## src/rtl/ps2_scan_decoder.sv

```systemverilog
// PS/2 keyboard receiver: synchronizes and filters the raw lines, frames 11-bit words
// and folds the E0/F0 prefixes into a single make/break scan-code event.
module ps2_scan_decoder #(
  parameter int TIMEOUT_CYCLES = 10000,
  parameter int FILTER_LEN     = 4
) (
  input  logic       Clock_50,
  input  logic       Reset,
  input  logic       PS2_clock,
  input  logic       PS2_data,
  output logic [7:0] PS2_code,
  output logic       PS2_code_ready,
  output logic       PS2_make_code,
  output logic       PS2_extended,
  output logic       PS2_frame_error
);

  localparam int TW = $clog2(TIMEOUT_CYCLES);
  localparam int FW = $clog2(FILTER_LEN + 1);
  localparam logic [TW-1:0] TIMER_MAX = TW'(TIMEOUT_CYCLES - 1);
  localparam logic [FW-1:0] FILT_MAX  = FW'(FILTER_LEN - 1);

  typedef enum logic [1:0] {S_IDLE, S_DATA, S_PARITY, S_STOP} state_t;

  state_t        state;
  state_t        next_state;
  logic          clk_meta;
  logic          clk_sync;
  logic          data_meta;
  logic          data_sync;
  logic          filt_level;
  logic          filt_prev;
  logic [FW-1:0] filt_cnt;
  logic [TW-1:0] timer;
  logic [2:0]    bit_cnt;
  logic [7:0]    shift;
  logic          parity_bit;
  logic          break_pending;
  logic          ext_pending;
  logic          fall;
  logic          frame_ok;
  logic          frame_good;
  logic          frame_bad;
  logic          timeout;

  assign fall     = filt_prev & ~filt_level;
  assign frame_ok = (^{shift, parity_bit}) & data_sync;

  // State register
  always_ff @(posedge Clock_50) begin
    if (Reset) begin
      state <= S_IDLE;
    end else begin
      state <= next_state;
    end
  end

  // Next state and frame verdicts; a falling edge outranks a simultaneous timeout
  always_comb begin
    next_state = state;
    frame_good = 1'b0;
    frame_bad  = 1'b0;
    timeout    = 1'b0;
    if (fall) begin
      case (state)
        S_IDLE: begin
          if (!data_sync) begin
            next_state = S_DATA;
          end else begin
            next_state = S_IDLE;
          end
        end
        S_DATA: begin
          if (bit_cnt == 3'd7) begin
            next_state = S_PARITY;
          end else begin
            next_state = S_DATA;
          end
        end
        S_PARITY: next_state = S_STOP;
        S_STOP: begin
          next_state = S_IDLE;
          if (frame_ok) begin
            frame_good = 1'b1;
          end else begin
            frame_bad = 1'b1;
          end
        end
        default: next_state = S_IDLE;
      endcase
    end else if (state != S_IDLE && timer == TIMER_MAX) begin
      timeout    = 1'b1;
      next_state = S_IDLE;
    end else begin
      next_state = state;
    end
  end

  // Input conditioning, frame datapath, prefix tracking and registered outputs
  always_ff @(posedge Clock_50) begin
    if (Reset) begin
      clk_meta        <= 1'b1;
      clk_sync        <= 1'b1;
      data_meta       <= 1'b1;
      data_sync       <= 1'b1;
      filt_level      <= 1'b1;
      filt_prev       <= 1'b1;
      filt_cnt        <= '0;
      timer           <= '0;
      bit_cnt         <= 3'd0;
      shift           <= 8'h00;
      parity_bit      <= 1'b0;
      break_pending   <= 1'b0;
      ext_pending     <= 1'b0;
      PS2_code        <= 8'h00;
      PS2_code_ready  <= 1'b0;
      PS2_make_code   <= 1'b0;
      PS2_extended    <= 1'b0;
      PS2_frame_error <= 1'b0;
    end else begin
      clk_meta  <= PS2_clock;
      clk_sync  <= clk_meta;
      data_meta <= PS2_data;
      data_sync <= data_meta;
      filt_prev <= filt_level;

      // The level flips only after FILTER_LEN consecutive disagreeing samples
      if (clk_sync != filt_level) begin
        if (filt_cnt == FILT_MAX) begin
          filt_level <= clk_sync;
          filt_cnt   <= '0;
        end else begin
          filt_cnt <= filt_cnt + 1'b1;
        end
      end else begin
        filt_cnt <= '0;
      end

      if (state == S_IDLE || fall || timeout) begin
        timer <= '0;
      end else begin
        timer <= timer + 1'b1;
      end

      if (state == S_IDLE) begin
        bit_cnt <= 3'd0;
      end else if (fall && state == S_DATA) begin
        shift   <= {data_sync, shift[7:1]};
        bit_cnt <= bit_cnt + 3'd1;
      end else begin
        bit_cnt <= bit_cnt;
      end

      if (fall && state == S_PARITY) begin
        parity_bit <= data_sync;
      end else begin
        parity_bit <= parity_bit;
      end

      PS2_code_ready  <= 1'b0;
      PS2_frame_error <= 1'b0;
      if (frame_good) begin
        if (shift == 8'hF0) begin
          break_pending <= 1'b1;
        end else if (shift == 8'hE0) begin
          ext_pending <= 1'b1;
        end else begin
          PS2_code       <= shift;
          PS2_make_code  <= ~break_pending;
          PS2_extended   <= ext_pending;
          PS2_code_ready <= 1'b1;
          break_pending  <= 1'b0;
          ext_pending    <= 1'b0;
        end
      end else if (frame_bad || timeout) begin
        PS2_frame_error <= 1'b1;
        break_pending   <= 1'b0;
        ext_pending     <= 1'b0;
      end else begin
        break_pending <= break_pending;
        ext_pending   <= ext_pending;
      end
    end
  end

endmodule

```

## config.mk

```make
export PLATFORM = sky130hd
export DESIGN_NAME = ps2_scan_decoder
export DESIGN_NICKNAME = d
export VERILOG_FILES = /design/src/rtl/ps2_scan_decoder.sv
export SDC_FILE = /design/constraint.sdc
export NUM_CORES = 1
export LEC_CHECK = 0
export CAP_MARGIN = 15
export CORE_MARGIN = 1.5
export CORE_UTILIZATION = 43
export DETAILED_ROUTE_END_ITERATION = 10
export MAX_ROUTING_LAYER = met4
export SLEW_MARGIN = 10
export SYNTH_ARGS = -nofsm -noshare
export SYNTH_HDL_FRONTEND = slang
export SYNTH_SLANG_ARGS = --single-unit
```

## constraint.sdc

```tcl
create_clock -name Clock_50 -period 3 [get_ports Clock_50]
set_clock_uncertainty 0.2 [all_clocks]
set_input_delay 0.3 -clock Clock_50 [delete_from_list [all_inputs] [get_ports Clock_50]]
set_output_delay 0.3 -clock Clock_50 [all_outputs]
set_load 0.01 [all_outputs]
```

After elaboration in Yosys (flattened, before gate mapping) --
Index checks and enable logic that the tools add are counted. Widths: inputs -> output; s select.
Storage, ports and cells: register bits 51, input port bits 4, output and inout port bits 12, word-level logic and storage cells 85
Operators by class: add/subtract/negate cells 3, eq/ne operators 11, muxes and demuxes 22, bitwise gates (word level) 9, reduce and logical (&&, ||, !) cells 21
Operators with widths (count):
- $mux 1 | 18
- $eq 8x8->1 const B | 2
- $add 14x1->14 const B | 1
- $eq 14x14->1 const B | 1
- $reduce_xor 9->1 | 1
- $pmux 2 s4 | 1
- $reduce_and 2->1 | 4
- $not 1->1 | 7
- $add 3x1->3 const B | 2
- $mux 2 | 3
- $reduce_bool 2->1 | 3
- $reduce_or 2->1 | 3
- $reduce_or 3->1 | 2
- $eq 2x2->1 const B | 2
- $eq 3x2->1 const B | 1
- $eq 3x3->1 const B | 1
- $logic_and 1x1->1 | 3
- $logic_or 1x1->1 | 3
- $ne 3x3->1 const B | 1
- $reduce_and 3->1 | 1
- $and 1x1->1 | 2
- $eq 2x1->1 const B | 1
- $logic_not 2->1 | 1
- $ne 2x2->1 const B | 1
- $ne 1x1->1 | 1

Depth between registers and ports, before layout --
Gate-level depths: netlist of the first run.
depth after elaboration 8, gate-level depth with buffers 8, gate-level depth less buffers 7

Least setup slack after synthesis of the first run --
Ideal clock, no wire load.
path type reg2reg, start register shift[6], end register PS2_make_code, setup time 123 ps, arrival 1868 ps, data required time 2677 ps, slack 809 ps, stages on the path, launching flop included 8, buffers on the path 1, period minus slack after synthesis 2191 ps, cell sequence dfxtp_1 > buf_6 > xnor2_2 > xnor3_2 > nor3b_2 > a211oi_1 > a211oi_2 > mux2_1
Between the ends: longest elaborated chain between the ends 6, elaborated cells on any way between the ends 10, classes of those cells eq/ne: 2; mux: 3; bitwise: 3; reduce/logical: 2
Ends and longest elaborated chain:
- start: declaration | RTL line 36 | logic [7:0] shift;
- start signal: assignment | RTL line 148 | shift <= {data_sync, shift[7:1]};
- $reduce_xor 9->1 | RTL line 47 | assign frame_ok = (^{shift, parity_bit}) & data_sync;
- $and 1x1->1 | RTL line 47
- $mux 1 | RTL line 83 | if (frame_ok) begin
- $mux 1 | RTL line 65 | case (state)
- $mux 1 | RTL line 64 | if (fall) begin
- $reduce_and 3->1 (no source line) *
- end signal: assignment | RTL line 169 | PS2_make_code <= ~break_pending;
- end: declaration | RTL line 13 | output logic PS2_make_code,
Every way passes the cells marked *; elsewhere a longest branch is shown, timed or not. A chain may end at the register's enable or synchronous reset.

Final worst setup path of the first run --
Ends and elaborated chain as after synthesis.

==> results of run 1 <==
[synthesized netlist by cell type (2+ instances only)]
cell,count
sky130_fd_sc_hd__a211o_1,2
sky130_fd_sc_hd__or2_2,6
sky130_fd_sc_hd__nand2_1,30
sky130_fd_sc_hd__o21ai_1,2
sky130_fd_sc_hd__xnor2_1,10
sky130_fd_sc_hd__o21ai_0,2
sky130_fd_sc_hd__nor2_1,28
sky130_fd_sc_hd__a211oi_1,2
sky130_fd_sc_hd__or3_1,2
sky130_fd_sc_hd__ha_1,5
sky130_fd_sc_hd__nand2b_1,17
sky130_fd_sc_hd__inv_1,3
sky130_fd_sc_hd__and3_1,6
sky130_fd_sc_hd__buf_6,2
sky130_fd_sc_hd__xnor2_2,2
sky130_fd_sc_hd__clkbuf_1,5
sky130_fd_sc_hd__dfxtp_1,51
sky130_fd_sc_hd__nor2b_1,4
sky130_fd_sc_hd__nor3_1,3
sky130_fd_sc_hd__xor2_1,9
sky130_fd_sc_hd__a21oi_1,14
sky130_fd_sc_hd__mux2i_1,9
sky130_fd_sc_hd__and4_1,3
sky130_fd_sc_hd__nand3_1,6
sky130_fd_sc_hd__or4b_1,2
[power groups by stage]
stage / Clock (mW) / Combinational, mW / Sequential, mW
floorplan: 0 / 0.0120 / 0.696
global placement: 0 / 0.0203 / 0.697
detailed placement: 0 / 0.0204 / 0.697
CTS: 0.504 / 0.0204 / 0.681
global route: 0.533 / 0.0222 / 0.681
finish: 0.486 / 0.0200 / 0.681
[metrics by stage]
stage                     setup WS, ns  instances  hold slack, ns
after floorplan                 0.8088        236          0.1895
after global placement          0.6193        314          0.1918
after detailed placement        0.5591        314          0.1996
after CTS                       0.5366        322          0.2202
after global routing            0.4002        322          0.2359
final                           0.5405        322          0.2194
[final timing paths]
check                                            from                         end  slack [ns]  cells after the start
worst max-delay path            shift[6]$_SDFFE_PP0P_  PS2_make_code$_SDFFE_PP0P_        0.54                      7
worst min register to register   data_meta$_SDFF_PP1_        data_sync$_SDFF_PP1_        0.22                      1
worst min-delay path             data_meta$_SDFF_PP1_        data_sync$_SDFF_PP1_        0.22                      1
worst max register to register  shift[6]$_SDFFE_PP0P_  PS2_make_code$_SDFFE_PP0P_        0.54                      7
[cell families after synthesis]
kind of cell / count (synthesis) / share of synthesized area [%]
adder cells (fa/ha/maj): 5 / 2.823
multiplexers: 10 / 4.574
flip-flops: 51 / 46.08
AO/OA/AOI/OAI: 24 / 6.437
XOR/XNOR: 24 / 12.14
AND/OR/NAND/NOR: 111 / 25.35
buffers and inverters: 11 / 2.597
[cell usage in the layout, fill, tap and decap left out, types with 2 or more instances in the layout]
cell type,n
sky130_fd_sc_hd__o21ai_1,2
sky130_fd_sc_hd__xnor2_1,10
sky130_fd_sc_hd__xnor2_2,2
sky130_fd_sc_hd__or4b_1,2
sky130_fd_sc_hd__or3_1,2
sky130_fd_sc_hd__nand2b_1,17
sky130_fd_sc_hd__a211o_1,2
sky130_fd_sc_hd__and3_1,6
sky130_fd_sc_hd__ha_1,5
sky130_fd_sc_hd__mux2i_1,9
sky130_fd_sc_hd__and4_1,3
sky130_fd_sc_hd__nor2b_1,4
sky130_fd_sc_hd__nand3_1,6
sky130_fd_sc_hd__nor2_1,28
sky130_fd_sc_hd__clkdlybuf4s50_1,15
sky130_fd_sc_hd__or2_2,6
sky130_fd_sc_hd__xor2_1,9
sky130_fd_sc_hd__a211oi_1,2
sky130_fd_sc_hd__inv_1,3
sky130_fd_sc_hd__nand2_1,30
sky130_fd_sc_hd__o21ai_0,2
sky130_fd_sc_hd__a21oi_1,14
sky130_fd_sc_hd__nor3_1,3
sky130_fd_sc_hd__dfxtp_1,51
sky130_fd_sc_hd__buf_4,4
sky130_fd_sc_hd__clkbuf_8,6
[flip-flops by register name (all words and copies together), names as in the netlist]
name	count
PS2_code	8
PS2_code_ready	1
PS2_extended	1
PS2_frame_error	1
PS2_make_code	1
bit_cnt	3
break_pending	1
clk_meta	1
clk_sync	1
data_meta	1
data_sync	1
ext_pending	1
filt_cnt	3
filt_level	1
filt_prev	1
parity_bit	1
shift	8
state	2
timer	14
[routing by layer]
layer | routed length, µm | track usage, % | vias up
li1 | - | - | 825
met3 | 125 | 5.221 | 6
met5 | 0 | - | -
met4 | 53 | 5.051 | 0
met1 | 1766 | 17.81 | 708
met2 | 1735 | 25.40 | 16
[worst max-delay path, cell delays in order (launching register included)]
cell and delay (ns):
sky130_fd_sc_hd__dfxtp_1 0.49, sky130_fd_sc_hd__xnor2_2 0.15, sky130_fd_sc_hd__xnor3_2 0.48, sky130_fd_sc_hd__nor3b_2 0.19, sky130_fd_sc_hd__a211oi_1 0.08, sky130_fd_sc_hd__a211oi_2 0.25, sky130_fd_sc_hd__buf_4 0.20, sky130_fd_sc_hd__mux2_1 0.31
[final cells by class]
type | instances | area share [%]
inverter | 3 | 0.4414
tap | 67 | 3.286
sequential | 51 | 40.02
multi-input combinational | 174 | 44.58
clock buffer | 6 | 3.237
timing repair buffer | 19 | 7.062
clock inverter | 2 | 1.373
==> results.md, run 1 <==
- Summed over all nets, the switching power comes to 0.2273 mW.
- The overall overflow remaining after global route is 0.
- The multi-input combinational cells in the finished layout cover a total of 0.001137 mm².
- Setup repair after global routing left no endpoint under its margin.
- The DRC violations left is 0.
- The final weighted congestion in routability-driven placement is 0.7899.
- Data arrives at the worst endpoint at 2.46 ns.
- In the routed layout, each cell is associated on average with a via count of 4.829.
- For this design the static power due to leakage is 0.8823 nW.
- The die covers 0.005593 mm².
- The shortest clock period the worst path allows after layout is 2.460 ns.
- Static timing analysis puts the maximum clock frequency at 0.4066 GHz.
- The library cell with the largest summed area after synthesis is sky130_fd_sc_hd__dfxtp_1.
- Across the whole layout, storage elements account for 0.001021 mm².
- During I/O placement, the number of pins put on the boundary was 16.
- The detailed-router iteration count before antenna repair is 4.
- The CTS clock-pin slew for the worst setup and hold paths is 0.09 ns.
- Entering global routing, the biggest net connects 19 pins.
- The average wire length per cell after detail routing is 11.43 µm.
- After the last flow step, the layout net total stands at 263.
- Summing internal, switching and leakage power gives 1.187 mW.
- Summing all placed instances gives a cell area of 0.002434 mm².
- The starting density of the core is 45.70%.
- The cell sitting at the root of the clock tree is a sky130_fd_sc_hd__clkbuf_8.
- The number of global-route vias before repair is 1425.
- Yosys mapped a number of flops with a built-in enable equal to 0.
- The area added between synthesis and finish is 15.13%.
- The die is 74.79 µm tall.
- The clock network fraction of design power is 41.0%.
- The initial antenna violation count was 0.
- In this run the remaining antenna-violating nets after routing total 0.
- The relative contribution of sequential cells to total power is 57.3%.
- Counting every net in the synthesized netlist gives 245.
- Post-CTS timing repair inserted 0 buffers for setup.
- STA puts the critical path data required time at 3.00 ns.
- The filler cell count in the final layout is 445.
- The Yosys step of the flow raised 0 warnings.
- The total via count in the routed design is 1555.
- The dominant synthesized flop cell is sky130_fd_sc_hd__dfxtp_1.
- The combinational group share of total power is 1.7%.
- The number of buffers added to fix hold violations after cts is 0.
- The endpoint type of the worst setup path is a flop.
- The number of hold violations in the final report is 0.
- From left edge to right edge, the die measures 74.79 µm.
- Detailed placement finished with a half-perimeter wire length of 2642 µm.
- At the later pin of the worst-skew pair, clock insertion delay measures 0.30 ns.
- The share of cells above drive strength 1 is 9.020%.
- The synthesized design contains 51 register bits.
- The number of slew-limit violations in the final report is 0.
- The total CTS buffers is 5.
- The initial detailed-routing violation count is 70.
- The clock drives 51 sinks.
- In this run the biggest area consumer among cell types represents 46.08% of the synthesized area.
- The maximum level of the CTS H-tree is 2.
- Counting every instance in the synthesized netlist gives 236.
- The first-pass GRT wire length is 6320 µm.
- Setup violations remaining at the end of the flow were counted as 0.
- Net switching is 19.15% of the power.
- The run finished with clean final reports.
- In this run the power density over the cells is 465.2 mW/mm².
- In the finished design, the share of the clock period the worst path needs comes to 81.98%.
- The routed design has 3681 µm of wire.
- In the synthesized netlist the async set-or-reset flop fraction comes to 0%.
- The headroom to the max-slew limit is 69.37%.
- Internal power comes to 0.9597 mW.
- The register area share after synthesis is 46.08%.
- In this run the core area contains 25 standard-cell rows.
- The slew at the pin with the worst max-slew slack is 0.4562 ns.
- The count of inserted antenna diode cells is 0.
- TritonCTS built the clock tree.
- The buffer depth of the longest clock path is 2.
- The floorplan core area is 0.004848 mm².
- The setup path with the least slack is of type flop to flop.
- Sorting the synthesized cells by area gives the leading types as sky130_fd_sc_hd__dfxtp_1, sky130_fd_sc_hd__nand2_1, sky130_fd_sc_hd__nand2b_1.
- The total negative slack for setup checks is 0 ns.
- The maximum fanout along the worst path is 6.
- The count of buffers added on input and output ports is 15.
- The number of maximum-capacitance violations is 0.
- The critical path startpoint category is a flop.
- At the end of the flow the core is filled with cells to 52.62%.
- The mapped netlist covers 0.002216 mm².
- The min-delay analysis places its worst path in the category flop to flop.
- A synthesized cell averages 9.389 µm².
- In the global route stage, overall resource usage came out at 15.47%.
- The peak supply drop is 411.7 µV.
- Summing all non-filler instances in the final layout gives an area of 0.002551 mm².
- The unique cell type count in the Yosys netlist is 36.
- After clock tree synthesis, the repair step resized 0 gates.
Power figures use the tool's default switching activity.
==> inputs of run 2 (changes only) <==
==> constraint.sdc (replaced) <==
create_clock -name Clock_50 -period 2.3 [get_ports Clock_50]
set_clock_uncertainty 0.2 [all_clocks]
set_input_delay 0.23 -clock Clock_50 [delete_from_list [all_inputs] [get_ports Clock_50]]
set_output_delay 0.23 -clock Clock_50 [all_outputs]
set_load 0.01 [all_outputs]
==> run 2 against run 1 <==
- clock-buffer cell count unchanged
- clock power down 4.3%
- highest routed layer unchanged
- sequential cell count unchanged
- die area unchanged
- final cell count up 2.5%
- via count up 2.1%
- first-iteration DRC count down 10%
- sequential share of layout area down 0.35 points
- non-clock buffer count up 10
- worst hold slack worse by 0.0092 ns
==> results.md, run 2 (synthesis results as in run 1) <==
- The area of the die was 0.005593 mm² (unchanged).
- The data required time of the worst path came to 2.33 ns (-0.67 ns).
- Walking the worst path, the cells encountered are xnor2_2 -> xnor3_2 -> nor3b_2 -> a211oi_1 -> a211oi_2 -> buf_4 -> mux2i_1.
- The buffer depth of the longest clock path is 2 (unchanged).
- The final setup violation count is 0 (unchanged).
- The overall fraction of global-route tracks in use is 16.27% (+0.81 points).
- The placed cell area is 0.002509 mm² (+3.1%).
- The placement row count is 25 (unchanged).
- The largest registers in the layout are timer x14, PS2_code x8, shift x8.
- In this run the worst hold path is classified as flop to flop.
- The number of flip-flops in the largest register is 14 (unchanged).
- The cell depth of the worst flop-to-flop path is 7 (unchanged).
- The critical path startpoint category is a flop.
- The worst endpoint data arrival time is 2.18 ns (-0.28 ns).
- The origin of the critical flop-to-flop path is parity_bit$_SDFFE_PP0P_.
- The total CTS buffers is 5 (unchanged).
- The number of placed instances with taps included is 324 (+3.2%).
- The root buffer cell is sky130_fd_sc_hd__clkbuf_8.
- The met3 usage is 3.614% (-1.6 points).
- The fraction of power spent switching nets was 20.05% (+0.91 points).
- The vias per cell was 4.809 (-0.42%).
- The count of nets after finishing is 273 (+3.8%).
- Leaving out fill and tap cells, the most frequent cell in the layout is sky130_fd_sc_hd__dfxtp_1.
- The starting density of the core is 45.70% (unchanged).
- The number of global-route vias before repair is 1486 (+4.3%).
- The final weighted congestion in routability-driven placement is 0.7586 (-4.0%).
- The share of the cycle needed by the critical path after routing came to 93.49% (+12 points).
- The number of hold violations in the final report was 0 (unchanged).
- The combinational group share of total power is 1.9% (+0.2 points).
- The number of buffers added to fix hold violations after cts is 0 (unchanged).
- The overall overflow remaining after global route came to 0 (unchanged).
- More flip-flops sit in one register than any other, and that register is timer.
- The final cell area excluding filler cells is 0.002586 mm² (+1.4%).
- The worst setup path is captured at a flop.
- The floorplan core area came to 0.004848 mm² (unchanged).
- The headroom to the max-slew limit is 67.82% (-1.6 points).
- The clock network fraction of design power was 33.8% (-7.2 points).
- The met2 track utilization from global routing came to 24.40% (-0.99 points).
- The maximum number of pins on one net before global-route repair is 30 (+11).
- The master of the slowest instance on the critical path is sky130_fd_sc_hd__xnor3_2.
- The kind of critical path is flop to flop.
- The vertical die dimension came to 74.79 µm (unchanged).
- The number of maximum-capacitance violations is 0 (unchanged).
- The share of the core filled with cells is 53.34% (+0.72 points).
- The buffer and inverter count on the worst path was 1 (unchanged).
- Setup repair after global routing could not meet its margin everywhere.
- The setup slack on the worst flop-to-flop path came to 0.15 ns (-0.39 ns).
- The maximum fanout along the worst path is 6 (unchanged).
- The relative contribution of sequential cells to total power is 64.3% (+7.0 points).
- The total negative slack for setup checks was 0 ns (unchanged).
- The internal power came to 1.102 mW (+15%).
- The initial antenna violation count came to 0 (unchanged).
- The first-pass GRT wire length came to 6727 µm (+6.4%).
- The number of I/O port buffers is 15 (unchanged).
- The peak supply drop is 299.2 µV (-27%).
- The number of sinks handled by clock tree synthesis is 51 (unchanged).
- The delay contributed by the slowest stage of the critical path was 0.48 ns (about the same).
- The power spent charging and discharging nets was 0.2764 mW (+22%).
- The DRC violations left is 0 (unchanged).
- The clock latency at the later pin of the worst-skew pair came to 0.29 ns (about the same).
- The cell family contributing the most delay on the critical path is XOR/XNOR gates.
- For hold timing, the worst endpoint is data_sync$_SDFF_PP1_.
- The endpoint of the lowest-slack register-to-register path is PS2_code[2]$_SDFFE_PP0P_.
- The number of slew-limit violations in the final report is 0 (unchanged).
- The I/O pin count was 16 (unchanged).
- The worst hold path depth was 1 (unchanged).
- The x dimension of the die is 74.79 µm (unchanged).
- The met1 global-route usage is 21.58% (+3.8 points).
- The sum of internal, switching and leakage power is 1.378 mW (+16%).
- The number of standard cells in the layout, taps in and fillers out came to 330 (+2.5%).
- The static leakage power is 0.9102 nW (+3.2%).
- The wire length reported by the detailed router is 3837 µm (+4.2%).
- The count of inserted antenna diode cells is 0 (unchanged).
- The shortest clock period the worst path allows after layout is 2.150 ns (-0.3093 ns).
- The half-perimeter wire length after detailed placement came to 2717 µm (+2.9%).
- The initial detailed-routing violation count is 63 (-10%).
- The CTS clock-pin slew for the worst setup and hold paths is 0.09 ns (about the same).
- The total power density per cell area came to 532.9 mW/mm² (+15%).
- From synthesis to final layout, the design area changed by 16.71%.
- The fmax is 0.4651 GHz (+14%).
- The share of cells above drive strength 1 is 12.17% (+3.1 points).
- The detailed-router iteration count before antenna repair is 4 (unchanged).
- The worst hold path begins at data_meta$_SDFF_PP1_.
- The maximum level of the CTS H-tree was 2 (unchanged).
- The total via count in the routed design is 1587 (+2.1%).
- The count of antenna-violating nets left after detailed routing is 0 (unchanged).
- In the layout the commonest cells are sky130_fd_sc_hd__dfxtp_1, sky130_fd_sc_hd__nand2_1, sky130_fd_sc_hd__nor2_1, sky130_fd_sc_hd__nand2b_1, sky130_fd_sc_hd__clkdlybuf4s50_1.
- The run finished with clean final reports.
- TritonCTS built the clock tree.
- The global routing stage identified its most utilized layer as met2.
- The average wire length per cell after detail routing is 11.63 µm (+1.7%).
- The slew at the pin with the worst max-slew slack is 0.4793 ns (+0.02310 ns).
-- run 2: cell count changes in the layout (fill, tap and decap cells not counted), sizes merged --
| cell | delta |
|---|---|
| buf | +10 |
| bufinv | -1 |
| clkinv | -1 |
-- run 2: metrics by stage --
| step | hold WS [ns] | setup slack, ns |
|---|---|---|
| final | 0.2101 | 0.1498 |
| after global routing | 0.2293 | -0.004940 |
| after CTS | 0.2141 | 0.02922 |
| after detailed placement | 0.1940 | 0.05307 |
| after global placement | 0.1945 | 0.1201 |
| after floorplan | 0.1338 | 0.1088 |
-- run 2: worst register-to-register path: cells and delay by family, from the launching register on --
kind            cells  cell delay, ns
flops               1            0.37
compound gates      2            0.32
mux                 1            0.19
buf+inv             1            0.22
xor+xnor            2            0.59
simple gates        1            0.19
-- run 2: worst max path at each step --
| stage | from | endpoint | slack (ns) | cells after the start |
|---|---|---|---|---|
| 2_1_floorplan | shift[6]$_SDFFE_PP0P_ | PS2_make_code$_SDFFE_PP0P_ | 0.11 | 7 |
| 6_report | parity_bit$_SDFFE_PP0P_ | PS2_code[2]$_SDFFE_PP0P_ | 0.15 | 7 |
| 3_5_place_dp | parity_bit$_SDFFE_PP0P_ | PS2_code[6]$_SDFFE_PP0P_ | 0.05 | 7 |
| 3_3_place_gp | parity_bit$_SDFFE_PP0P_ | PS2_code[5]$_SDFFE_PP0P_ | 0.12 | 7 |
| 4_1_cts | parity_bit$_SDFFE_PP0P_ | PS2_code[2]$_SDFFE_PP0P_ | 0.03 | 7 |
| 5_1_grt | parity_bit$_SDFFE_PP0P_ | PS2_code[0]$_SDFFE_PP0P_ | -0.005 | 7 |
-- run 2: area by class of cell --
class	instances	area [µm²]
Tap cell	67	83.83
Timing Repair Buffer	29	255.2
Sequential cell	51	1026
Clock buffer	6	72.57
Inverter	3	11.26
Multi-Input combinational cell	174	1137
Fill cell	484	2262
-- run 2: layer usage --
metal / up-vias / part of all wire, % / wire, µm
met1: 720 / 51 / 1948
met3: 6 / 3.1 / 119
li1: 836 / - / -
met4: 0 / 1.7 / 65
met5: - / 0 / 0
met2: 25 / 44 / 1703
-- run 2: timing repair --
action,4_1_cts,5_1_grt
setup endpoints to repair,0,11
setup buffers,0,0
gates resized for setup,0,3
-- run 2: power groups by stage --
stage	Clock (mW)	Sequential, mW	Combinational [mW]
2_1_floorplan	0	0.908	0.0157
6_report	0.465	0.887	0.0264
3_5_place_dp	0	0.909	0.0267
4_1_cts	0.487	0.888	0.0269
5_1_grt	0.521	0.887	0.0292
3_3_place_gp	0	0.909	0.0267
==> inputs of run 3 (changes only) <==
--- a/config.mk
+++ b/config.mk
@@ -5,11 +5,12 @@
 export SDC_FILE = /design/constraint.sdc
 export NUM_CORES = 1
 export LEC_CHECK = 0
-export CAP_MARGIN = 15
+export CAP_MARGIN = 20
 export CORE_MARGIN = 1.5
-export CORE_UTILIZATION = 43
+export CORE_UTILIZATION = 55
 export DETAILED_ROUTE_END_ITERATION = 10
 export MAX_ROUTING_LAYER = met4
+export PLACE_DENSITY = 0.75
 export SLEW_MARGIN = 10
 export SYNTH_ARGS = -nofsm -noshare
 export SYNTH_HDL_FRONTEND = slang
==> run 3 against run 2 <==
- global-route usage rose by 4.0 points
- final cell count fell by 3.6%
- first-iteration DRC count fell by 17%
- combinational power rose by 3%
- sequential cell count did not move
- design area rose by 3.4%
- clock-buffer cell count fell by 1
- total power rose by 19%
- critical path depth did not move
- non-clock buffer count rose by 5
- largest power group unchanged
==> results.md, run 3 (synthesis results as in run 1) <==
- The initial detailed-routing violation count is 52 (-17%).
- The total via count in the routed design is 1640 (+3.3%).
- The placement row count is 22 (-12%).
- The count of inserted antenna diode cells is 0 (unchanged).
- The final setup violation count is 0 (unchanged).
- The number of sinks handled by clock tree synthesis is 51 (unchanged).
- The floorplan core area is 0.003771 mm² (-22%).
- The cell depth of the worst flop-to-flop path was 7 (unchanged).
- The setup slack on the worst flop-to-flop path was 0.08 ns (-0.07 ns).
- The maximum number of pins on one net before global-route repair is 17 (-43%).
- The buffer depth of the longest clock path is 2 (unchanged).
- The delay contributed by the slowest stage of the critical path came to 0.50 ns (+0.02 ns).
- In this run the critical register-to-register path is launched from shift[0]$_SDFFE_PP0P_.
- The average wire length per cell after detail routing is 12.25 µm (+5.3%).
- The peak supply drop was 409.3 µV (+37%).
- The share of the core filled with cells is 70.90% (+18 points).
- The data required time of the worst path is 2.34 ns (about the same).
- The number of flip-flops in the largest register is 14 (unchanged).
- The half-perimeter wire length after detailed placement came to 2730 µm (+0.46%).
- The total power density per cell area is 615.8 mW/mm² (+16%).
- The number of buffers added to fix hold violations after cts was 0 (unchanged).
- The shortest clock period the worst path allows after layout was 2.224 ns (+0.07356 ns).
- The worst setup path is launched from a flop.
- The run finished with clean final reports.
- The DRC violations left is 0 (unchanged).
- The maximum level of the CTS H-tree is 2 (unchanged).
- The number of global-route vias before repair is 1451 (-2.4%).
- The detailed-router iteration count before antenna repair is 4 (unchanged).
- The worst hold path depth is 1 (unchanged).
- The most flop-heavy register is timer.
- Relative to the synthesized area, the layout overhead comes to 20.67%.
- Setup repair after global routing could not meet its margin everywhere.
- The number of I/O port buffers is 15 (unchanged).
- The vias per cell is 5.157 (+7.2%).
- The total CTS buffers is 5 (unchanged).
- The clock latency at the later pin of the worst-skew pair is 0.31 ns (+0.02 ns).
- The x dimension of the die was 66.48 µm (-11%).
- The first-pass GRT wire length came to 6610 µm (-1.7%).
- The initial antenna violation count is 0 (unchanged).
- The CTS clock-pin slew for the worst setup and hold paths is 0.09 ns (about the same).
- TritonCTS built the clock tree.
- In the layout the commonest cells are sky130_fd_sc_hd__dfxtp_1, sky130_fd_sc_hd__nand2_1, sky130_fd_sc_hd__nor2_1, sky130_fd_sc_hd__buf_4, sky130_fd_sc_hd__nand2b_1.
- The I/O pin count is 16 (unchanged).
- The headroom to the max-slew limit was 62.93% (-4.9 points).
- The end of the worst hold path is clk_sync$_SDFF_PP1_.
- The cell type with the highest occurrence count on the critical path is sky130_fd_sc_hd__a211oi_2.
- The overall overflow remaining after global route is 0 (unchanged).
- The number of hold violations in the final report came to 0 (unchanged).
- The share of the cycle needed by the critical path after routing is 96.68% (+3.2 points).
- The number of maximum-capacitance violations is 0 (unchanged).
- The worst hold-check path type is flop to flop.
- The static leakage power is 0.9655 nW (+6.1%).
- The critical path in this run is classified as flop to flop.
- The slew at the pin with the worst max-slew slack is 0.5520 ns (+0.07270 ns).
- Among all stages on the critical path, the largest delay is contributed by sky130_fd_sc_hd__xnor3_2.
- The share of cells above drive strength 1 is 15.56% (+3.4 points).
- The overall fraction of global-route tracks in use is 20.29% (+4.0 points).
- The starting density of the core is 58.76% (+13 points).
- The maximum fanout along the worst path is 7 (+1).
- The final weighted congestion in routability-driven placement is 0.7966 (+5.0%).
- The most common cell after layout, fill and taps aside is sky130_fd_sc_hd__dfxtp_1.
- The count of nets after finishing came to 278 (+1.8%).
- The count of antenna-violating nets left after detailed routing is 0 (unchanged).
- In the final layout, the registers with the most flip-flops are timer x14, PS2_code x8, shift x8.
- The worst hold path begins at clk_meta$_SDFF_PP1_.
- The critical path goes through xnor2_2 -> xnor3_2 -> nor3b_2 -> a211oi_2 -> a211oi_2 -> buf_4 -> mux2i_1.
- CTS placed an instance of sky130_fd_sc_hd__clkbuf_8 at the clock tree root.
- The endpoint of the lowest-slack register-to-register path is PS2_code[0]$_SDFFE_PP0P_.
- The fmax is 0.4497 GHz (-3.3%).
- STA classifies the critical path endpoint as a flop.
- The area of the die was 0.004419 mm² (-21%).
- The number of slew-limit violations in the final report came to 0 (unchanged).
- The sum of internal, switching and leakage power came to 1.647 mW (+19%).
- The vertical die dimension is 66.48 µm (-11%).
- The wire length reported by the detailed router was 3895 µm (+1.5%).
- The worst endpoint data arrival time was 2.26 ns (+0.08 ns).
## run 3: area by class of cell
class	instances	area [µm²]
inverter	3	11.26
timing repair buffer	34	292.8
tap	48	60.06
sequential	51	1023
clock inverter	3	67.56
fill	308	1097
multi-input combinational	174	1150
clock buffer	5	68.82
## run 3: what timing repair did
action	4_1_cts	5_1_grt
buffers inserted	0	4
setup endpoints to repair	0	11
resized for setup	0	4
## run 3: worst max-delay path by stage
stage / from / endpoint / slack [ns] / depth (start not counted)
after floorplan: shift[6]$_SDFFE_PP0P_ / PS2_make_code$_SDFFE_PP0P_ / 0.11 / 7
after global placement: parity_bit$_SDFFE_PP0P_ / PS2_make_code$_SDFFE_PP0P_ / 0.12 / 6
after detailed placement: parity_bit$_SDFFE_PP0P_ / PS2_code[0]$_SDFFE_PP0P_ / 0.05 / 7
after CTS: parity_bit$_SDFFE_PP0P_ / PS2_code[0]$_SDFFE_PP0P_ / 0.002 / 7
after global routing: shift[0]$_SDFFE_PP0P_ / PS2_code[0]$_SDFFE_PP0P_ / -0.05 / 7
final: shift[0]$_SDFFE_PP0P_ / PS2_code[0]$_SDFFE_PP0P_ / 0.08 / 7
## run 3: through the flow
stage / area [µm²] / setup WS [ns] / hold slack, ns / std cells / TNS (ns)
2_1_floorplan: 2216 / 0.1088 / 0.1338 / 236 / 0
3_3_place_gp: 2492 / 0.1247 / 0.1940 / 306 / 0
3_5_place_dp: 2492 / 0.05377 / 0.1966 / 306 / 0
4_1_cts: 2629 / 0.002171 / 0.2242 / 314 / 0
5_1_grt: 2674 / -0.04568 / 0.2356 / 318 / -0.06165
6_report: 2674 / 0.07626 / 0.2193 / 318 / 0
## run 3: per-layer routing
metal  up-vias  global-route usage (%)  share of wire (%)
met5         -                       -                  0
met4         0                   8.418               0.98
met3         4                   4.054                4.5
met2        36                   29.25                 44
met1       752                   27.88                 51
li1        848                       -                  -
## run 3: worst max-delay path: cells and delay by family (launching register included)
kind            cells  cell delay (ns)
flops               1             0.34
mux                 1             0.20
compound gates      2             0.32
buf+inv             1             0.22
xor+xnor            2             0.67
simple gates        1             0.20
## run 3: report_power, final
part,leakage [nW],internal [mW],switching (mW)
logic,0.488,0.0150,0.0122
clock network,0.0644,0.434,0.298
registers,0.413,0.886,0.00210
total,0.966,1.33,0.312
